<file path="src/rtl/alu_seq_pkg.sv">
// Shared definitions for the alu operand sequencer: state encodings and alu op width.
package alu_seq_pkg;

  localparam int unsigned OpW = 2;

  typedef enum logic [1:0] {
    StA    = 2'd0,
    StB    = 2'd1,
    StExec = 2'd2,
    StOut  = 2'd3
  } seqStateE;

endpackage

</file>
<file path="src/rtl/alu_seq.sv">
// Operand sequencer feeding a combinational alu; captures and returns its result.
// Define ALU_SEQ_CHAIN_EN to add in_chain (one-beat transactions reusing the last result as A).
module alu_seq
  import alu_seq_pkg::*;
#(
  parameter int unsigned W  = 4,
  parameter int unsigned CW = 8
) (
  input  logic           clk,
  input  logic           reset,
  input  logic           in_valid,
  output logic           in_ready,
  input  logic [W-1:0]   in_data,
  input  logic [OpW-1:0] in_op,
`ifdef ALU_SEQ_CHAIN_EN
  input  logic           in_chain,
`endif
  output logic [W-1:0]   alu_inA,
  output logic [W-1:0]   alu_inB,
  output logic [OpW-1:0] alu_op,
  input  logic [W-1:0]   alu_ans,
  output logic           out_valid,
  input  logic           out_ready,
  output logic [W-1:0]   out_data,
  output logic [CW-1:0]  txn_count
);

  seqStateE       stateQ, stateD;
  logic [W-1:0]   aReg, aD;
  logic [W-1:0]   bReg, bD;
  logic [OpW-1:0] opReg, opD;
  logic [W-1:0]   outReg, outD;
  logic [CW-1:0]  cntReg, cntD;

  always_ff @(posedge clk or posedge reset) begin
    if (reset) begin
      stateQ <= StA;
      aReg   <= '0;
      bReg   <= '0;
      opReg  <= '0;
      outReg <= '0;
      cntReg <= '0;
    end else begin
      stateQ <= stateD;
      aReg   <= aD;
      bReg   <= bD;
      opReg  <= opD;
      outReg <= outD;
      cntReg <= cntD;
    end
  end

  always_comb begin
    stateD = stateQ;
    aD     = aReg;
    bD     = bReg;
    opD    = opReg;
    outD   = outReg;
    cntD   = cntReg;
    unique case (stateQ)
      StA: begin
        if (in_valid) begin
`ifdef ALU_SEQ_CHAIN_EN
          // Chained beat: previous result becomes A, this beat's data is B.
          if (in_chain) begin
            aD     = outReg;
            bD     = in_data;
            opD    = in_op;
            stateD = StExec;
          end else
`endif
          begin
            aD     = in_data;
            opD    = in_op;
            stateD = StB;
          end
        end
      end
      StB: begin
        if (in_valid) begin
          bD     = in_data;
          stateD = StExec;
        end
      end
      StExec: begin
        outD   = alu_ans;
        stateD = StOut;
      end
      StOut: begin
        if (out_ready) begin
          cntD   = cntReg + CW'(1);
          stateD = StA;
        end
      end
      default: stateD = StA;
    endcase
  end

  assign in_ready  = (stateQ == StA) || (stateQ == StB);
  assign out_valid = (stateQ == StOut);
  assign out_data  = outReg;
  assign txn_count = cntReg;
  assign alu_inA   = aReg;
  assign alu_inB   = bReg;
  assign alu_op    = opReg;

endmodule
</file>
<file path="config.mk">
export PLATFORM = sky130hd
export DESIGN_NAME = alu_seq
export DESIGN_NICKNAME = d
export VERILOG_FILES = /design/src/rtl/alu_seq_pkg.sv /design/src/rtl/alu_seq.sv
export SDC_FILE = /design/constraint.sdc
export NUM_CORES = 1
export LEC_CHECK = 0
export CAP_MARGIN = 5
export CORE_MARGIN = 1
export CORE_UTILIZATION = 44
export CTS_BUF_LIST = sky130_fd_sc_hd__clkbuf_4
export DETAILED_ROUTE_END_ITERATION = 8
export PLACE_DENSITY = 0.81
export SLEW_MARGIN = 20
export SYNTH_ARGS = -nofsm -noshare
export SYNTH_HDL_FRONTEND = slang
export SYNTH_SLANG_ARGS = --single-unit
</file>
<file path="constraint.sdc">
create_clock -name clk -period 2.4 [get_ports clk]
set_clock_uncertainty 0.2 [all_clocks]
set_input_delay 0.36 -clock clk [delete_from_list [all_inputs] [get_ports clk]]
set_output_delay 0.36 -clock clk [all_outputs]
set_load 0.02 [all_outputs]
</file>
# ---- Word level (Yosys, flattened, before mapping)
# Cells that the tools add are included.
dict set report op_classes {
  eq_ne 6
  n_reduce_logical 6
  add_sub_neg 1
  mux 4
}
# op n
set op_table {}
lappend op_table {{adder 8 x 1 -> 8 bit (second input constant)} 1}
lappend op_table {{one-hot mux 2 bit (4 select lines)} 1}
lappend op_table {{two-way mux 2 bit} 3}
lappend op_table {{AND reduction 2 bit} 3}
lappend op_table {{equality test 2 bit (second input constant)} 2}
lappend op_table {{inequality test 2 bit (second input constant)} 2}
lappend op_table {{AND reduction 3 bit} 1}
lappend op_table {{equality test 2 x 1 -> 1 bit (second input constant)} 1}
lappend op_table {{zero test 2 bit} 1}
lappend op_table {{inequality test 2 x 1 -> 1 bit (second input constant)} 1}
lappend op_table {{logical OR 1 bit} 1}
dict set report totals {
  word_cells 23
  ff_bits 24
  output_inout_bits 24
  inputBits 14
}

# ---- Longest topological paths before layout
# Gate-level depths: netlist (run 1).
dict set report logic_depth {
  ltp_word 3
  depth_mapped 5
  depth_no_buf 5
}

# ---- Least setup slack after synthesis (run 1)
# No wires, ideal clock.
dict set report synth_timing {
  path_kind {register -> register}
  start {register stateQ[1]}
  end {register stateQ[1]}
  arrival_ns 1.311
  synth_period_minus_slack_ns 1.636
  n_path_buf 0
  setup_time_ns 0.125
  slack_ns 0.764
  stages_incl_launch_ff 5
  t_required_ns 2.075
  cell_sequence {dfrtp_1 > ha_1 > inv_1 > o22ai_2 > mux2_2}
}
dict set report synth_between {
  elab_chain_cells 3
  elab_cells_between_ends 9
  cone_classes {eq/ne: 6; mux: 1; reduce/logical: 2}
}
# item line
set synth_lines {}
lappend synth_lines {{start, declared} alu_seq.sv:28} ;# seqStateE stateQ, stateD;
lappend synth_lines {{start signal, assigned} alu_seq.sv:37} ;# stateQ <= StA;
lappend synth_lines {{start signal, assigned} alu_seq.sv:44} ;# stateQ <= stateD;
lappend synth_lines {{equality test 2 bit (*)} -}
lappend synth_lines {{named net out_valid} alu_seq.sv:22} ;# output logic out_valid,
lappend synth_lines {{inequality test 2 x 1 -> 1 bit (no line)} -}
lappend synth_lines {{AND reduction 3 bit (no line)} -}
# The timed path passes the listed nets; every way through them passes the cells marked *.
# A chain may end at the register's enable or synchronous reset.

# ---- Worst setup path after layout (run 1)
dict set report layout_timing {
  start {register stateQ[1]}
  end {output port out_valid}
}
dict set report layout_between {
  elab_chain_cells 1
}
# item line
set layout_lines {}
lappend layout_lines {{equality test 2 bit} alu_seq.sv:100} ;# assign out_valid = (stateQ == StOut);
lappend layout_lines {{end, declared} alu_seq.sv:22}
# Every way passes these cells.

==> results list, run 1 <==
* Outcome: finished clean
* Total Power: 2.01 mW
- Library cell used as clock root buffer: clkbuf_4
- Largest cells by area after synthesis: dfrtp_1 58%, mux2_2 17%, ha_1 7.2%
- Worst min path class: in -> async
* Die extent in x: 50.6 um
* Final worst path period share: 0.905
- Entering global routing, the biggest net connects 25 pins.
* Top cell types by occurrence after synthesis: 24 x dfrtp_1, 16 x mux2_2, 7 x nand2_1
- The final hold violation count is 0.
* Clock buffer depth: 2
- The Yosys step of the flow raised 0 warnings.
- VDD sags by at most 0.811 mV.
* Unrepaired setup endpoints after global routing: false
* Critical path, cell by cell: ha_1 > clkdlybuf4s50_1
* Most common cell in the synthesized netlist: dfrtp_1
* Startpoint type of the worst setup path: register
* Clock slew seen by the registers of the worst setup and hold paths: 0.13 ns
- Cell type with the highest aggregate area in the netlist: dfrtp_1
- In this run, synthesis inferred 0 flip-flops with an integrated enable.
* Endpoints failing setup: 0
- STA classifies the critical path endpoint as a primary output.
* WP data required: 1.84 ns
- Achievable frequency: 460 MHz
- Port buffering added 37 buffers.
* Post-synthesis instance area: 0.00104 sq mm
- The clock drives 24 sinks.
* DR WL/cell: 12.9 um
- The worst pin sits at a relative slew slack of 0.802.
- For this run, the register share of the synthesized area comes to 0.577.
- Vias: 706
- Latest clock arrival within the worst-skew pair: 0.30 ns
- Leakage power summed over all cells: 0.684 nW
- For this run the aggregate overflow at the end of global routing stands at 0.
* Die Area: 0.00256 sq mm
- Initial Utilization: 0.471
- 38 I/O pins were placed.
* Final GP Congestion: 0.695
- For the pin with the worst max-slew slack, the measured transition is 0.297 ns.
- After detailed routing, the number of vias per cell comes to 4.87.
- Antenna violations before repair: 0
- For this run, the post-layout net count is 138.
- The clock period could shrink to 2.17 ns.
* Number of DRC violations after detailed-routing iteration 0: 4
* Unique cell type count in the Yosys netlist: 15
- Once layout is complete, the utilization of the core stands at 0.682.
- Ratio of cells with drive above 1 in the final layout: 0.214
- The detail route stage leaves a number of antenna-violating nets equal to 0.
- Syn nets: 95
- The worst setup path is of the reg -> out kind.
- Post-detailed-route DRC marker count: 0
* Row count: 17
- Data on the critical path arrives at its endpoint at 1.61 ns.
- Number of maximum-capacitance violations: 0
- Slowest stage cell, crit path: clkdlybuf4s50_1
* Number of synthesized register bits: 24
- TritonCTS built the clock tree.
- Compared with the post-synthesis result, the final layout area differs by 45.0%.
* Number of detailed-routing iterations run before antenna repair: 3
- In this design, the stage delay of the slowest critical-path cell is 0.63 ns.
* GRT Util Overall: 0.177
- CTS built an H-tree with a depth of 1.
- Number of standard cells after synthesis: 75
- The final-report max-slew violation count was 0.
- Core area: 0.00221 sq mm
- The repair_antennas step left the layout with diodes totalling 0.
- Pwr dens: 1330 mW/mm^2
- The die is 50.6 um tall.
- In this run the worst path has a maximum fanout of 5.
- The average instance in the mapped netlist occupies 13.9 sq um.
- Aggregate negative setup slack: 0 ns
* Post-synth top area share: 0.577
- Post-detailed-placement cell area: 0.00145 sq mm
* Worst setup path startpoint: stateQ[1]
* Final cell area excluding filler cells: 0.00151 sq mm
* Wirelength, routed: 1.87 mm
- Fraction of registers with async set or reset after synthesis: 1.00
* Main flop type after synthesis: dfrtp_1
* Detailed-placement wirelength estimate: 1.50 mm
- Worst R2R Start: stateQ[0]
- TritonCTS created 3 clock buffers.
- Wire length of the first global-routing pass: 3.31 mm
* # fillers: 167
- Vias in the first global route: 785
[stage by stage]
| stage | setup slack, ns | hold slack (ns) | std cells |
|---|---|---|---|
| after floorplan | 0.764 | 0.175 | 75 |
| after global placement | 0.477 | 0.261 | 141 |
| after detailed placement | 0.421 | 0.269 | 141 |
| after CTS | 0.0489 | 0.174 | 145 |
| after global routing | 0.159 | 0.219 | 145 |
| final | 0.228 | 0.173 | 145 |
[cells by family after synthesis]
family / count (synthesis) / share of synthesized area
compound gates: 1 / 0.0120
xor+xnor: 7 / 0.0589
fa+ha+maj: 6 / 0.0721
simple gates: 15 / 0.0793
flops: 24 / 0.577
buf+inv: 5 / 0.0180
mux: 17 / 0.183
[where the power goes]
part	switching (mW)	internal [mW]
Sequential	0.118	0.582
Combinational	0.477	0.547
Clock	0.115	0.169
Total	0.710	1.30
[layout by cell type, fill, tap and decap left out, types with 2 or more instances in the layout]
cell / n
mux2_2: 16
xnor2_1: 5
ha_1: 6
xor2_1: 2
nand2_1: 7
inv_1: 5
clkbuf_4: 3
clkdlybuf4s50_1: 36
nor2_1: 3
dfrtp_1: 24
[per-layer routing]
layer / vias to the layer above / track usage / share of wire
met3: 4 / 0.0424 / 0.051
li1: 334 / - / -
met4: 0 / 0.0972 / 0.017
met5: - / 0 / 0
met2: 20 / 0.324 / 0.56
met1: 348 / 0.183 / 0.37
[worst paths after layout]
kind | endpoint | slack, ns | cells after the start
setup / recovery | out_valid | 0.23 | 2
hold / removal | txn_count[6] | 0.17 | 3
setup reg to reg | alu_op[1] | 0.79 | 4
hold reg to reg | txn_count[7] | 0.28 | 1
max in group asynchronous | out_data[0] | 1.59 | 3
min in group clk | txn_count[7] | 0.28 | 1
[flip-flops by register name, summed over array words and instances (netlist names)]
name / cells
out_data: 4
stateQ: 2
alu_inB: 4
txn_count: 8
alu_op: 2
alu_inA: 4
[area by class of cell]
class / count / area [sq um] / share of cell area
Inverter: 5 / 18.8 / 0.0124
Tap cell: 28 / 35.0 / 0.0232
Clock buffer: 3 / 22.5 / 0.0149
Multi-Input combinational cell: 46 / 422 / 0.279
Sequential cell: 24 / 601 / 0.398
Clock inverter: 1 / 30.0 / 0.0199
Timing Repair Buffer: 38 / 380 / 0.252
[worst max-delay path, delay by kind of cell (launching register included)]
family,cells,cell delay (ns)
adder cells (fa/ha/maj),1,0.26
buffers and inverters,1,0.63
flip-flops,1,0.41
[timing repair]
action	CTS	global route
buffers inserted	0	0
hold buffers	0	0
gates resized for setup	0	1
endpoints found under the setup margin	0	1
Power figures use the tool's default switching activity.
==> run 2: changes to the inputs <==
ABC_AREA = 1   (was not set)
PLACE_DENSITY = 0.79   (was 0.81)
==> results list, run 2 <==
- Area taken by multi-input logic gates: 458 sq um (+8.6%)
- The run finished with clean final reports.
- Syn nets: 153 (+61%)
* Post-synthesis instance area: 0.00114 sq mm (+10%)
* Vias in the first global route: 889 (+13%)
- Most frequent cells in the layout: 50 x nand2_1, 36 x clkdlybuf4s50_1, 24 x dfrtp_1
- The met1 routing resource usage after global routing was 0.216 (+0.0330).
* Post-CTS Repair Setup Buffers: 0 (unchanged)
- For this run, the leading register cell type out of synthesis is dfrtp_1.
- The chip height came to 53.0 um (+4.7%).
* Hold violation total from the final report: 0 (unchanged)
- Largest register FFs: 8 (unchanged)
- Number of standard cells after synthesis: 133 (+77%)
- # nets final: 196 (+42%)
- Number of buffers added by the clock tree synthesis step: 3 (unchanged)
- Largest cells by area after synthesis: dfrtp_1 52%, nand2_1 16%, inv_1 7.5%
- Synthesized area per cell: 8.61 sq um (-38%)
- Achievable frequency: 458 MHz (-0.57%)
* Worst-case headroom to the max-slew limit: 0.798 (-0.00465)
- The overall global routing resource usage is 0.180 (+0.00302).
* Storage element area: 601 sq um (unchanged)
- The number of gates given a new drive strength after cts was 1 (+1).
- Core area: 0.00248 sq mm (+12%)
- Pin count of the biggest net entering global routing: 25 (unchanged)
- The number of buffer and inverter stages on the critical path came to 1 (unchanged).
- The clock-pin slew reported for the worst setup and hold paths after clock tree synthesis came to 0.13 ns (about the same).
- Summed over all instances, the cell type with the most area after synthesis is dfrtp_1.
- Port Buf Inserts: 37 (unchanged)
- The number of H-tree levels came to 1 (unchanged).
- Ranked by instance count, the synthesized netlist is headed by 50 x nand2_1, 24 x dfrtp_1, 23 x inv_1.
* Fraction of registers with async set or reset after synthesis: 1.00 (unchanged)
* # fillers: 225 (+35%)
- The share of layout cells above drive strength 1 came to 0.0686 (-0.145).
- The min-delay analysis places its worst path in the category in -> async.
* Yosys warning total: 0 (unchanged)
- The detailed-route wire length per cell was 10.5 um (-18%).
* Post-detailed-route DRC marker count: 0 (unchanged)
* Unrepaired setup endpoints after global routing: false
- Startpoint type of the worst setup path: register
* Kind of end point of the critical path: primary output
* Arrival time at the worst endpoint: 1.62 ns (about the same)
- The overflow left after global routing came to 0 (unchanged).
- Endpoints failing setup: 0 (unchanged)
- The number of hold buffers added after cts is 0 (unchanged).
- The remaining antenna violation count came to 0 (unchanged).
* Antenna violations before repair: 0 (unchanged)
- The power per standard cell area came to 1220 mW/mm^2 (-8.6%).
- Vias: 930 (+32%)
- Final worst path period share: 0.910 (+0.00516)
* Number of synthesized register bits: 24 (unchanged)
- The final wirelength was 2.16 mm (+15%).
* Instance count after placement with tap cells included: 201 (+43%)
- nand2_1 is the most common cell in the netlist.
* Leading cell type in the layout, fill and taps excluded: nand2_1
- The routability congestion estimate from global placement came to 0.780 (+12%).
* Final cell count without fillers: 205 (+41%)
- The average via count per standard cell is 4.54 (-6.8%).
* Number of maximum-capacitance violations: 0 (unchanged)
- Slowest stage cell, crit path: clkdlybuf4s50_1
- Slew at the pin closest to its max-slew limit: 0.304 ns (+0.00697 ns)
- The share of the synthesized area in the top cell type is 0.525 (-0.0523).
* Unique cell type count in the Yosys netlist: 15 (unchanged)
- The cell family contributing the most delay on the critical path is buffers and inverters.
- Library cell used as clock root buffer: clkbuf_4
* Clock tree from TritonCTS: done
- The post-synthesis sequential area ratio came to 0.525 (-0.0523).
- The effective utilization at floorplan was 0.462 (-0.00847).
* Row count: 18 (+1)
- The DRC violation total after the first TritonRoute iteration was 16 (+12).
- Total inserted antenna cells: 0 (unchanged)
- The met3 layer usage reported by global route was 0.0345 (-0.00794).
- Critical path, cell by cell: ha_1 > clkdlybuf4s50_1
- The worst supply voltage drop on vdd came to 0.778 mV (-4.1%).
* Number of enable-type register cells in the synthesized netlist: 0 (unchanged)
- Detailed-placement wirelength estimate: 1.68 mm (+12%)
* Io pins: 38 (unchanged)
* Clock sink count: 24 (unchanged)
* Aggregate negative setup slack: 0 ns (unchanged)
- The met2 layer usage reported by global route came to 0.323 (-0.00166).
* Clock buffer depth: 2 (unchanged)
- The delay of the slowest critical-path stage came to 0.63 ns (about the same).
- Critical path type: reg -> out
* Critical-path maximum fanout: 4 (-1)
* Leakage power summed over all cells: 0.813 nW (+19%)
- Die Area: 0.00281 sq mm (+9.6%)
- The area growth from synthesis to layout is 38.5%.
- WP data required: 1.84 ns (about the same)
* Wire length of the first global-routing pass: 3.66 mm (+11%)
- Die extent in x: 53.0 um (+4.7%)
* Final Max Tran Viols: 0 (unchanged)
- The global routing stage identified its most utilized layer as met2.
- The shortest clock period the worst path allows after layout was 2.18 ns (+0.0124 ns).
* Number of detailed-routing iterations run before antenna repair: 4 (+1)
- The insertion delay of the later-clocked pin in the worst-skew pair came to 0.31 ns (about the same).
[run 2: cell count changes after synthesis, sizes merged, moves of 4 or more]
cell	previous run	this run
nand2	7	54
inv	5	23
mux2	16	0
o21ai	0	9
xnor2	5	0
nand3	1	5
[run 2: worst min-delay path: stages]
cell             delay, ns
clkdlybuf4s50_1       0.40
inv_1                 0.05
buf_4                 0.29
[run 2: final cells by class]
| cell class | count | share of cell area |
|---|---|---|
| clock buffer | 3 | 0.0142 |
| timing repair buffer | 38 | 0.238 |
| inverter | 23 | 0.0545 |
| tap | 30 | 0.0237 |
| multi-input combinational | 86 | 0.289 |
| sequential | 24 | 0.379 |
| clock inverter | 1 | 0.00237 |
[run 2: kinds of logic (layout without fill, tap and decap cells)]
family | count (synthesis) | in the layout | synth area share
compound gates | 10 | 10 | 0.0437
xor+xnor | 3 | 3 | 0.0230
fa+ha+maj | 6 | 6 | 0.0656
buf+inv | 23 | 65 | 0.0754
flops | 24 | 24 | 0.525
simple gates | 67 | 67 | 0.268
[run 2: worst paths after layout]
| check | start | to | slack (ns) | cells past startpoint |
|---|---|---|---|---|
| min in group clk | alu_op[1] | alu_op[1] | 0.29 | 2 |
| max in group asynchronous | reset | txn_count[7] | 1.59 | 3 |
| worst min register to register | alu_op[1] | alu_op[1] | 0.29 | 2 |
| worst max-delay path | stateQ[0] | out_valid | 0.22 | 2 |
| worst min-delay path | reset | alu_inB[3] | 0.17 | 3 |
| worst max register to register | stateQ[0] | stateQ[0] | 0.86 | 8 |
[run 2: metrics by stage]
step / utilization / power (mW) / hold slack [ns] / cell area [sq um] / setup slack, ns
finish: 0.640 / 1.93 / 0.174 / 1590 / 0.216
global route: 0.640 / 2.10 / 0.219 / 1590 / 0.122
global placement: 0.630 / 1.73 / 0.256 / 1560 / 0.389
CTS: 0.640 / 1.96 / 0.180 / 1590 / 0.189
detailed placement: 0.630 / 1.78 / 0.259 / 1560 / 0.332
floorplan: - / 1.30 / 0.175 / 1140 / 0.937
[run 2: where the power goes]
group | switching [mW] | internal (mW) | total (mW)
registers | 0.123 | 0.575 | 0.698
clock network | 0.119 | 0.0608 | 0.180
logic | 0.587 | 0.463 | 1.05
[run 2: per-layer routing]
metal  vias up  wire length, um
met5         -                0
met4         0               27
met3         2               67
met2        17             1070
met1       427              994
li1        484                -
==> run 3: changes to the inputs <==
ABC_CLOCK_PERIOD_IN_PS = 2400   (was not set)
CELL_PAD_IN_SITES_DETAIL_PLACEMENT = 0   (was not set)
CELL_PAD_IN_SITES_GLOBAL_PLACEMENT = 1   (was not set)
CORE_UTILIZATION = 36   (was 44)
PLACE_DENSITY = 0.87   (was 0.79)
REMOVE_ABC_BUFFERS = 1   (was not set)
==> results list, run 3 (synthesis gave the netlist of run 2 again) <==
* Antenna violations before repair: 0 (unchanged)
- The via count of the first global-routing pass came to 865 (-2.7%).
* Library cell used as clock root buffer: clkbuf_4
* Wire length of the first global-routing pass: 3.63 mm (-0.93%)
* Latest clock arrival within the worst-skew pair: 0.31 ns (about the same)
- Overall die height: 58.4 um (+10%)
- Die Area: 0.00341 sq mm (+21%)
- Critical-path maximum fanout: 4 (unchanged)
- H-tree lvl count: 1 (unchanged)
- Row count: 20 (+2)
* Worst min path class: in -> async
* Io pins: 38 (unchanged)
- The shortest clock period the worst path allows after layout came to 2.18 ns (-0.000264 ns).
- From synthesis to final layout, the design area changed by 40.0%.
* Die extent in x: 58.4 um (+10%)
- The number of hold buffers added after cts was 0 (unchanged).
* Grt total ovfl: 0 (unchanged)
* Arrival time at the worst endpoint: 1.62 ns (about the same)
* Largest register FFs: 8 (unchanged)
- Achievable frequency: 458 MHz (about the same)
* Endpoints failing setup: 0 (unchanged)
- The setup path with the least slack is of type reg -> out.
- Number of buffers added by the clock tree synthesis step: 3 (unchanged)
- The via count was 923 (-0.75%).
* Startpoint type of the worst setup path: register
* Slew at the pin closest to its max-slew limit: 0.305 ns (+0.00106 ns)
- DR WL/cell: 10.0 um (-4.8%)
* # fillers: 306 (+36%)
* Clock buffer depth: 2 (unchanged)
- Hold violation total from the final report: 0 (unchanged)
- Number of DRC violations after detailed-routing iteration 0: 26 (+10)
* Post-detailed-route DRC marker count: 0 (unchanged)
- The post-route clock period utilization was 0.910 (about the same).
* Pwr dens: 1200 mW/mm^2 (-1.4%)
- The share of layout cells above drive strength 1 came to 0.0686 (unchanged).
- Clock tree from TritonCTS: done
- Total inserted antenna cells: 0 (unchanged)
- The detailed-router iteration count before antenna repair came to 4 (unchanged).
- Most frequent cells in the layout: 50 x nand2_1, 36 x clkdlybuf4s50_1, 24 x dfrtp_1
- Aggregate negative setup slack: 0 ns (unchanged)
- GRT Util Overall: 0.141 (-0.0396)
- Unrepaired setup endpoints after global routing: false
- The half-perimeter wire length after detailed placement came to 1.74 mm (+3.3%).
- The final net count was 196 (unchanged).
- The final-report max-slew violation count is 0 (unchanged).
* Port Buf Inserts: 37 (unchanged)
- The max-cap violation count is 0 (unchanged).
- Initial Utilization: 0.378 (-0.0840)
- The worst supply voltage drop on vdd was 0.658 mV (-15%).
- Kind of end point of the critical path: primary output
- Clock sink count: 24 (unchanged)
* Post-CTS Repair Setup Buffers: 0 (unchanged)
- Outcome: finished clean
- Core area: 0.00303 sq mm (+22%)
- The cell area after placement was 0.00158 sq mm (+1.1%).
- Leakage power summed over all cells: 0.813 nW (unchanged)
* WP data required: 1.84 ns (about the same)
- Final cell area excluding filler cells: 0.00160 sq mm (+1.1%)
* Pin count of the biggest net entering global routing: 25 (unchanged)
* Worst-case headroom to the max-slew limit: 0.797 (about the same)
- Final antenna-violating net count: 0 (unchanged)
- Clock slew seen by the registers of the worst setup and hold paths: 0.13 ns (about the same)
- The routability congestion estimate from global placement was 0.796 (+2.1%).
- The library cell used most frequently in the layout, excluding fill and tap cells, is nand2_1.
- The final wirelength is 2.19 mm (+1.7%).
* Number of vias per cell after detailed routing: 4.21 (-7.1%)
[run 3: cell counts in the layout (fill, tap and decap cells not counted)]
No cell type changed its count.
[run 3: cell type report]
class	instances	area (sq um)	share of cell area
sequential	24	601	0.375
multi-input combinational	86	458	0.286
timing repair buffer	38	377	0.235
inverter	23	86.3	0.0539
tap	44	55.1	0.0343
clock buffer	3	22.5	0.0141
clock inverter	1	3.75	0.00234
[run 3: worst max-delay path, cell delays in order (launching register included)]
cell and delay (ns):
dfrtp_1 0.42, ha_1 0.26, clkdlybuf4s50_1 0.63
[run 3: per-stage QoR]
step	power, mW	hold WS, ns	utilization	std cells	setup WS (ns)
after floorplan	1.30	0.175	-	133	0.937
after global placement	1.74	0.255	0.521	215	0.388
after detailed placement	1.78	0.263	0.521	215	0.341
after CTS	1.96	0.166	0.529	219	0.174
after global routing	2.07	0.211	0.529	219	0.127
final	1.92	0.173	0.529	219	0.216
[run 3: routing by layer]
layer | wire length [um] | vias to the layer above | track usage | part of all wire
li1 | - | 482 | - | -
met1 | 1030 | 424 | 0.172 | 0.47
met2 | 1090 | 15 | 0.243 | 0.50
met3 | 47 | 2 | 0.0132 | 0.021
met4 | 27 | 0 | 0.0816 | 0.012
met5 | 0 | - | 0 | 0
[run 3: final timing paths]
| path | to | slack [ns] | cells past startpoint | from |
|---|---|---|---|---|
| setup / recovery | out_valid | 0.22 | 2 | stateQ[0] |
| hold / removal | txn_count[2] | 0.17 | 3 | reset |
| setup reg to reg | stateQ[0] | 0.89 | 5 | stateQ[0] |
| hold reg to reg | out_data[0] | 0.29 | 2 | out_data[0] |
| max in group asynchronous | txn_count[3] | 1.59 | 3 | reset |
| min in group clk | out_data[0] | 0.29 | 2 | out_data[0] |
[run 3: power by group]
part | total (mW) | internal (mW) | switching, mW | leakage [nW]
sequential | 0.697 | 0.575 | 0.122 | 0.294
combinational | 1.05 | 0.463 | 0.583 | 0.504
clock | 0.179 | 0.0607 | 0.118 | 0.0154
total | 1.92 | 1.10 | 0.823 | 0.813
[run 3: repair_timing]
item / in CTS / in global routing
endpoints found under the setup margin: 1 / 0
hold endpoints to repair: 0 / 0
gates resized for setup: 1 / 0
==> variant 1: new RTL, settings of run 1 <==
Change the package constant `OpW` from 2 to 4.
--- a/src/rtl/alu_seq_pkg.sv
+++ b/src/rtl/alu_seq_pkg.sv
@@ -1,7 +1,7 @@
 // Shared definitions for the alu operand sequencer: state encodings and alu op width.
 package alu_seq_pkg;
 
-  localparam int unsigned OpW = 2;
+  localparam int unsigned OpW = 4;
 
   typedef enum logic [1:0] {
     StA    = 2'd0,
Interface: changed (resized alu_op and in_op); port bits go from 38 to 42. The function was not compared with the original's and may differ.
==> variant 1 against run 1 <==
Sequential cell count rose by 2; global-route usage increased by 0.24 points; combinational power is 11% higher; total power rose by 3.4%; routed wire length is 14% higher; non-clock buffer count grew 4; final area rose by 5.9%; synthesized area rose by 7.2%; utilization increased by 1.3 points; largest power group unchanged; worst setup slack lost 0.022 ns.
==> variant 1: results (changes against run 1) <==
| Metric | Value |
|---|---|
| #FFs+latches synth | `26 (+8.3%)` |
| Drt first pass iters | `4 (+1)` |
| Critical Path AT | `1.63 ns (+0.02 ns)` |
| Maximum vdd drop | `0.000884 V (+9.0%)` |
| Leakage | `0.720 nW (+5.2%)` |
| Post-Syn Instances | `79 (+5.3%)` |
| Non-clock buffering overhead | `0.263 (+0.0110)` |
| Vias in the first global route | `825 (+5.1%)` |
| M1 WL | `858 microns (+23%)` |
| Buffers on Ports | `41 (+11%)` |
| #MultiIn Comb | `48 (+4.3%)` |
| Reg2reg path depth | `5 (+1)` |
| Largest net degree at the start of global routing | `27 (+8.0%)` |
| Met2 Track Usage GR | `0.354 (+0.0300)` |
| Syn_nets | `101 (+6.3%)` |
| Post-route cell area | `1600 sq um (+5.9%)` |
| Compound-Gate Fraction of Synth Area | `0.0112 (-0.000808)` |
| Sequential share of the synthesized area | `0.583 (+0.00604)` |
| Routing usage on met3 | `0.0319 (-0.0105)` |
| Met2 WL | `1.18 mm (+12%)` |
| Mux contribution to synthesized area | `0.191 (+0.00789)` |
| Dpl ws | `0.404 ns (-0.0166 ns)` |
| Fill cell count | `190 (+14%)` |
| Fin worst setup slack | `0.206 ns (-0.0220 ns)` |
| Detailed Route WL | `2.14 mm (+14%)` |
| Yosys cell types | `16 (+1)` |
| Total track usage | `0.180 (+0.00245)` |
| Vias | `736 (+4.2%)` |
| Post-Synth XOR/XNOR Area | `0.0549 (-0.00396)` |
| First-pass GRT wire length | `3.55 mm (+7.3%)` |
| Top cells by area, synth | `dfrtp_1 (58%), mux2_2 (18%), ha_1 (6.7%), xnor2_1 (3.9%), nand2_1 (2.0%)` |
| Clock-cell share of area | `0.0164 (-0.0184)` |
| R2r endpoint | `stateQ[1]$_DFFE_PP0P_` |
| Outcome | `finished, final reports clean` |
| Layout cells sized above 1 | `0.216 (+0.00232)` |
| Reg2Reg Setup Slack | `0.76 ns (-0.03 ns)` |
| Met3 WL | `87 microns (-8.4%)` |
| RD Place Congestion | `0.710 (+2.0%)` |
| Max-slew headroom | `0.784 (-0.0184)` |
| Synth Cell Area | `1120 sq um (+7.2%)` |
| Origin of the worst setup path | `stateQ[0]$_DFFE_PP0P_` |
| 1st-iter DRT viols | `3 (-1)` |
| Vias/cell | `4.81 (-1.2%)` |
| Placed Instances | `149 (+5.7%)` |
| Hpwl dp | `1.67 mm (+11%)` |
| Storage element area | `651 sq um (+8.3%)` |
| Commonest cells post-synth | `dfrtp_1 (26), mux2_2 (18), ha_1 (6), nand2_1 (6)` |
-- variant 1: changes by cell type in the layout (fill, tap and decap cells not counted), sizes merged --
cell,change
bufinv,-1
clkdlybuf4s50,+4
clkinv,+1
dfrtp,+2
mux2,+2
-- variant 1: worst min path at each step --
stage	from	to	slack [ns]	depth (start not counted)
global placement	txn_count[7]$_DFFE_PP0P_	txn_count[7]$_DFFE_PP0P_	0.27	1
finish	reset	out_data[1]$_DFFE_PP0P_	0.19	3
detailed placement	txn_count[7]$_DFFE_PP0P_	txn_count[7]$_DFFE_PP0P_	0.28	1
CTS	reset	txn_count[2]$_DFFE_PP0P_	0.19	3
floorplan	reset	alu_inA[0]$_DFFE_PP0P_	0.20	1
global route	reset	txn_count[0]$_DFFE_PP0P_	0.23	3
-- variant 1: where the power goes --
group          internal (mW)  switching (mW)  total, mW
sequential             0.633           0.132      0.764
combinational          0.600           0.530       1.13
clock                 0.0608           0.120      0.181
total                   1.29           0.782       2.07
==> variant 2: new RTL, config.mk and constraints of run 1 <==
Without the edit above. Encoding of `seqStateE`: now Gray code (2 bits for 4 states).
--- a/src/rtl/alu_seq_pkg.sv
+++ b/src/rtl/alu_seq_pkg.sv
@@ -4,10 +4,10 @@
   localparam int unsigned OpW = 2;
 
   typedef enum logic [1:0] {
-    StA    = 2'd0,
-    StB    = 2'd1,
-    StExec = 2'd2,
-    StOut  = 2'd3
+    StA    = 2'b00,
+    StB    = 2'b01,
+    StExec = 2'b11,
+    StOut  = 2'b10
   } seqStateE;
 
 endpackage
Formal check against the unedited RTL: no difference found for any inputs over 10 cycles, from zero or initial values and one cycle with reset high; not proved beyond that.
==> variant 2 against run 1 <==
Worst setup slack worse by 0.027 ns; non-clock buffer count did not move; register-to-register slack worse by 0.02 ns; sequential cell count unchanged; worst hold slack got worse by 0.0055 ns; final cell count decreased by 2.1%; total power fell by 6.9%; synthesized cell count decreased by 2.7%; synthesized area fell by 2.0%; final area is 4.1% lower; via count unchanged; utilization down 2.1 points; routed wire length increased by 2.8%; combinational power shrank 4%; critical endpoint unchanged.
==> variant 2: results (changes against run 1) <==
| Metric | Value |
|---|---|
| Outcome | `finished, final reports clean` |
| Placed Instances | `138 (-2.1%)` |
| First-pass GRT wire length | `3.48 mm (+5.4%)` |
| Nets | `130 (-5.8%)` |
| Reg2Reg Setup Slack | `0.77 ns (-0.02 ns)` |
| Commonest cells post-synth | `dfrtp_1 (24), mux2_2 (8), nand2_1 (7), mux2_4 (6), xor2_1 (5)` |
| Sw Ratio | `0.376 (+0.0225)` |
| Vias in the first global route | `757 (-3.6%)` |
| Syn_nets | `88 (-7.4%)` |
| Detailed Route WL | `1.92 mm (+2.8%)` |
| Dpl ws | `0.406 ns (-0.0146 ns)` |
| Post-CTS setup buffers | `0 (unchanged)` |
| Total track usage | `0.189 (+0.0120)` |
| Leakage | `0.645 nW (-5.6%)` |
| Drt first pass iters | `4 (+1)` |
| Hpwl dp | `1.51 mm (+0.59%)` |
| Worst-path fanout max | `6 (+1)` |
| Upper clock frequency limit | `0.455 GHz (-1.2%)` |
| Layout cells sized above 1 | `0.211 (-0.00315)` |
| Maximum vdd drop | `0.000926 V (+14%)` |
| RD Place Congestion | `0.791 (+14%)` |
| Avg Inst Size Synth | `14.0 sq um (+0.64%)` |
| Wire length per cell | `13.5 microns (+5.0%)` |
| Yosys cell types | `19 (+4)` |
| Critical Path AT | `1.64 ns (+0.03 ns)` |
| 1st-iter DRT viols | `7 (+3)` |
| Sequential share of the synthesized area | `0.589 (+0.0120)` |
==> variant 2: changes by cell type in the layout (fill, tap and decap cells not counted), sizes merged, moves of 2 or more <==
| cell | delta |
|---|---|
| ha | -5 |
| nor4 | +3 |
| xnor2 | -3 |
| xor2 | +3 |
| a21oi | +2 |
==> variant 2: final cells by class <==
class | count | area, sq um
Sequential cell | 24 | 601
Clock buffer | 3 | 22.5
Clock inverter | 1 | 3.75
Inverter | 4 | 15.0
Fill cell | 169 | 743
Multi-Input combinational cell | 44 | 393
Timing Repair Buffer | 38 | 378
Tap cell | 28 | 35.0
==> variant 2: kinds of logic (layout without fill, tap and decap cells) <==
| family | Yosys count | after routing | share of synthesized area |
|---|---|---|---|
| xor+xnor | 7 | 7 | 0.0601 |
| fa+ha+maj | 1 | 1 | 0.0123 |
| simple gates | 19 | 19 | 0.115 |
| flops | 24 | 24 | 0.589 |
| mux | 15 | 15 | 0.188 |
| buf+inv | 5 | 46 | 0.0258 |
| compound gates | 2 | 2 | 0.00982 |
==> variant 2: power by group through the flow <==
stage	registers, mW	logic, mW	clock network, mW
floorplan	0.900	0.370	0
global placement	0.715	0.956	0
detailed placement	0.723	0.988	0
CTS	0.714	0.994	0.184
global route	0.738	1.04	0.198
finish	0.712	0.982	0.176
==> variant 2: worst max path at each step <==
stage | startpoint | cells past startpoint | end
final | stateQ[0]$_DFFE_PP0P_ | 3 | out_valid
after global routing | stateQ[0]$_DFFE_PP0P_ | 3 | out_valid
after CTS | stateQ[0]$_DFFE_PP0P_ | 3 | out_valid
after detailed placement | in_valid | 3 | alu_op[1]$_DFFE_PP0P_
after global placement | in_valid | 3 | alu_inA[1]$_DFFE_PP0P_
after floorplan | stateQ[1]$_DFFE_PP0P_ | 4 | alu_inA[0]$_DFFE_PP0P_
==> variant 2: worst max-delay path, cell delays in order, from the launching register on <==
cell and delay (ns):
dfrtp_1 0.45, nand2b_4 0.20, inv_2 0.08, clkdlybuf4s50_1 0.60
==> variant 2: layer usage <==
layer | routed length (microns) | GRT usage
met2 | 1030 | 0.331
met3 | 64 | 0.0242
met1 | 795 | 0.218
met5 | 0 | 0
met4 | 35 | 0.114
==> variant 2: through the flow <==
step	area, sq um	total power [mW]	hold slack, ns
2_1_floorplan	1020	1.27	0.175
3_3_place_gp	1420	1.67	0.254
3_5_place_dp	1420	1.71	0.267
4_1_cts	1450	1.89	0.171
5_1_grt	1450	1.98	0.205
6_report	1450	1.87	0.167
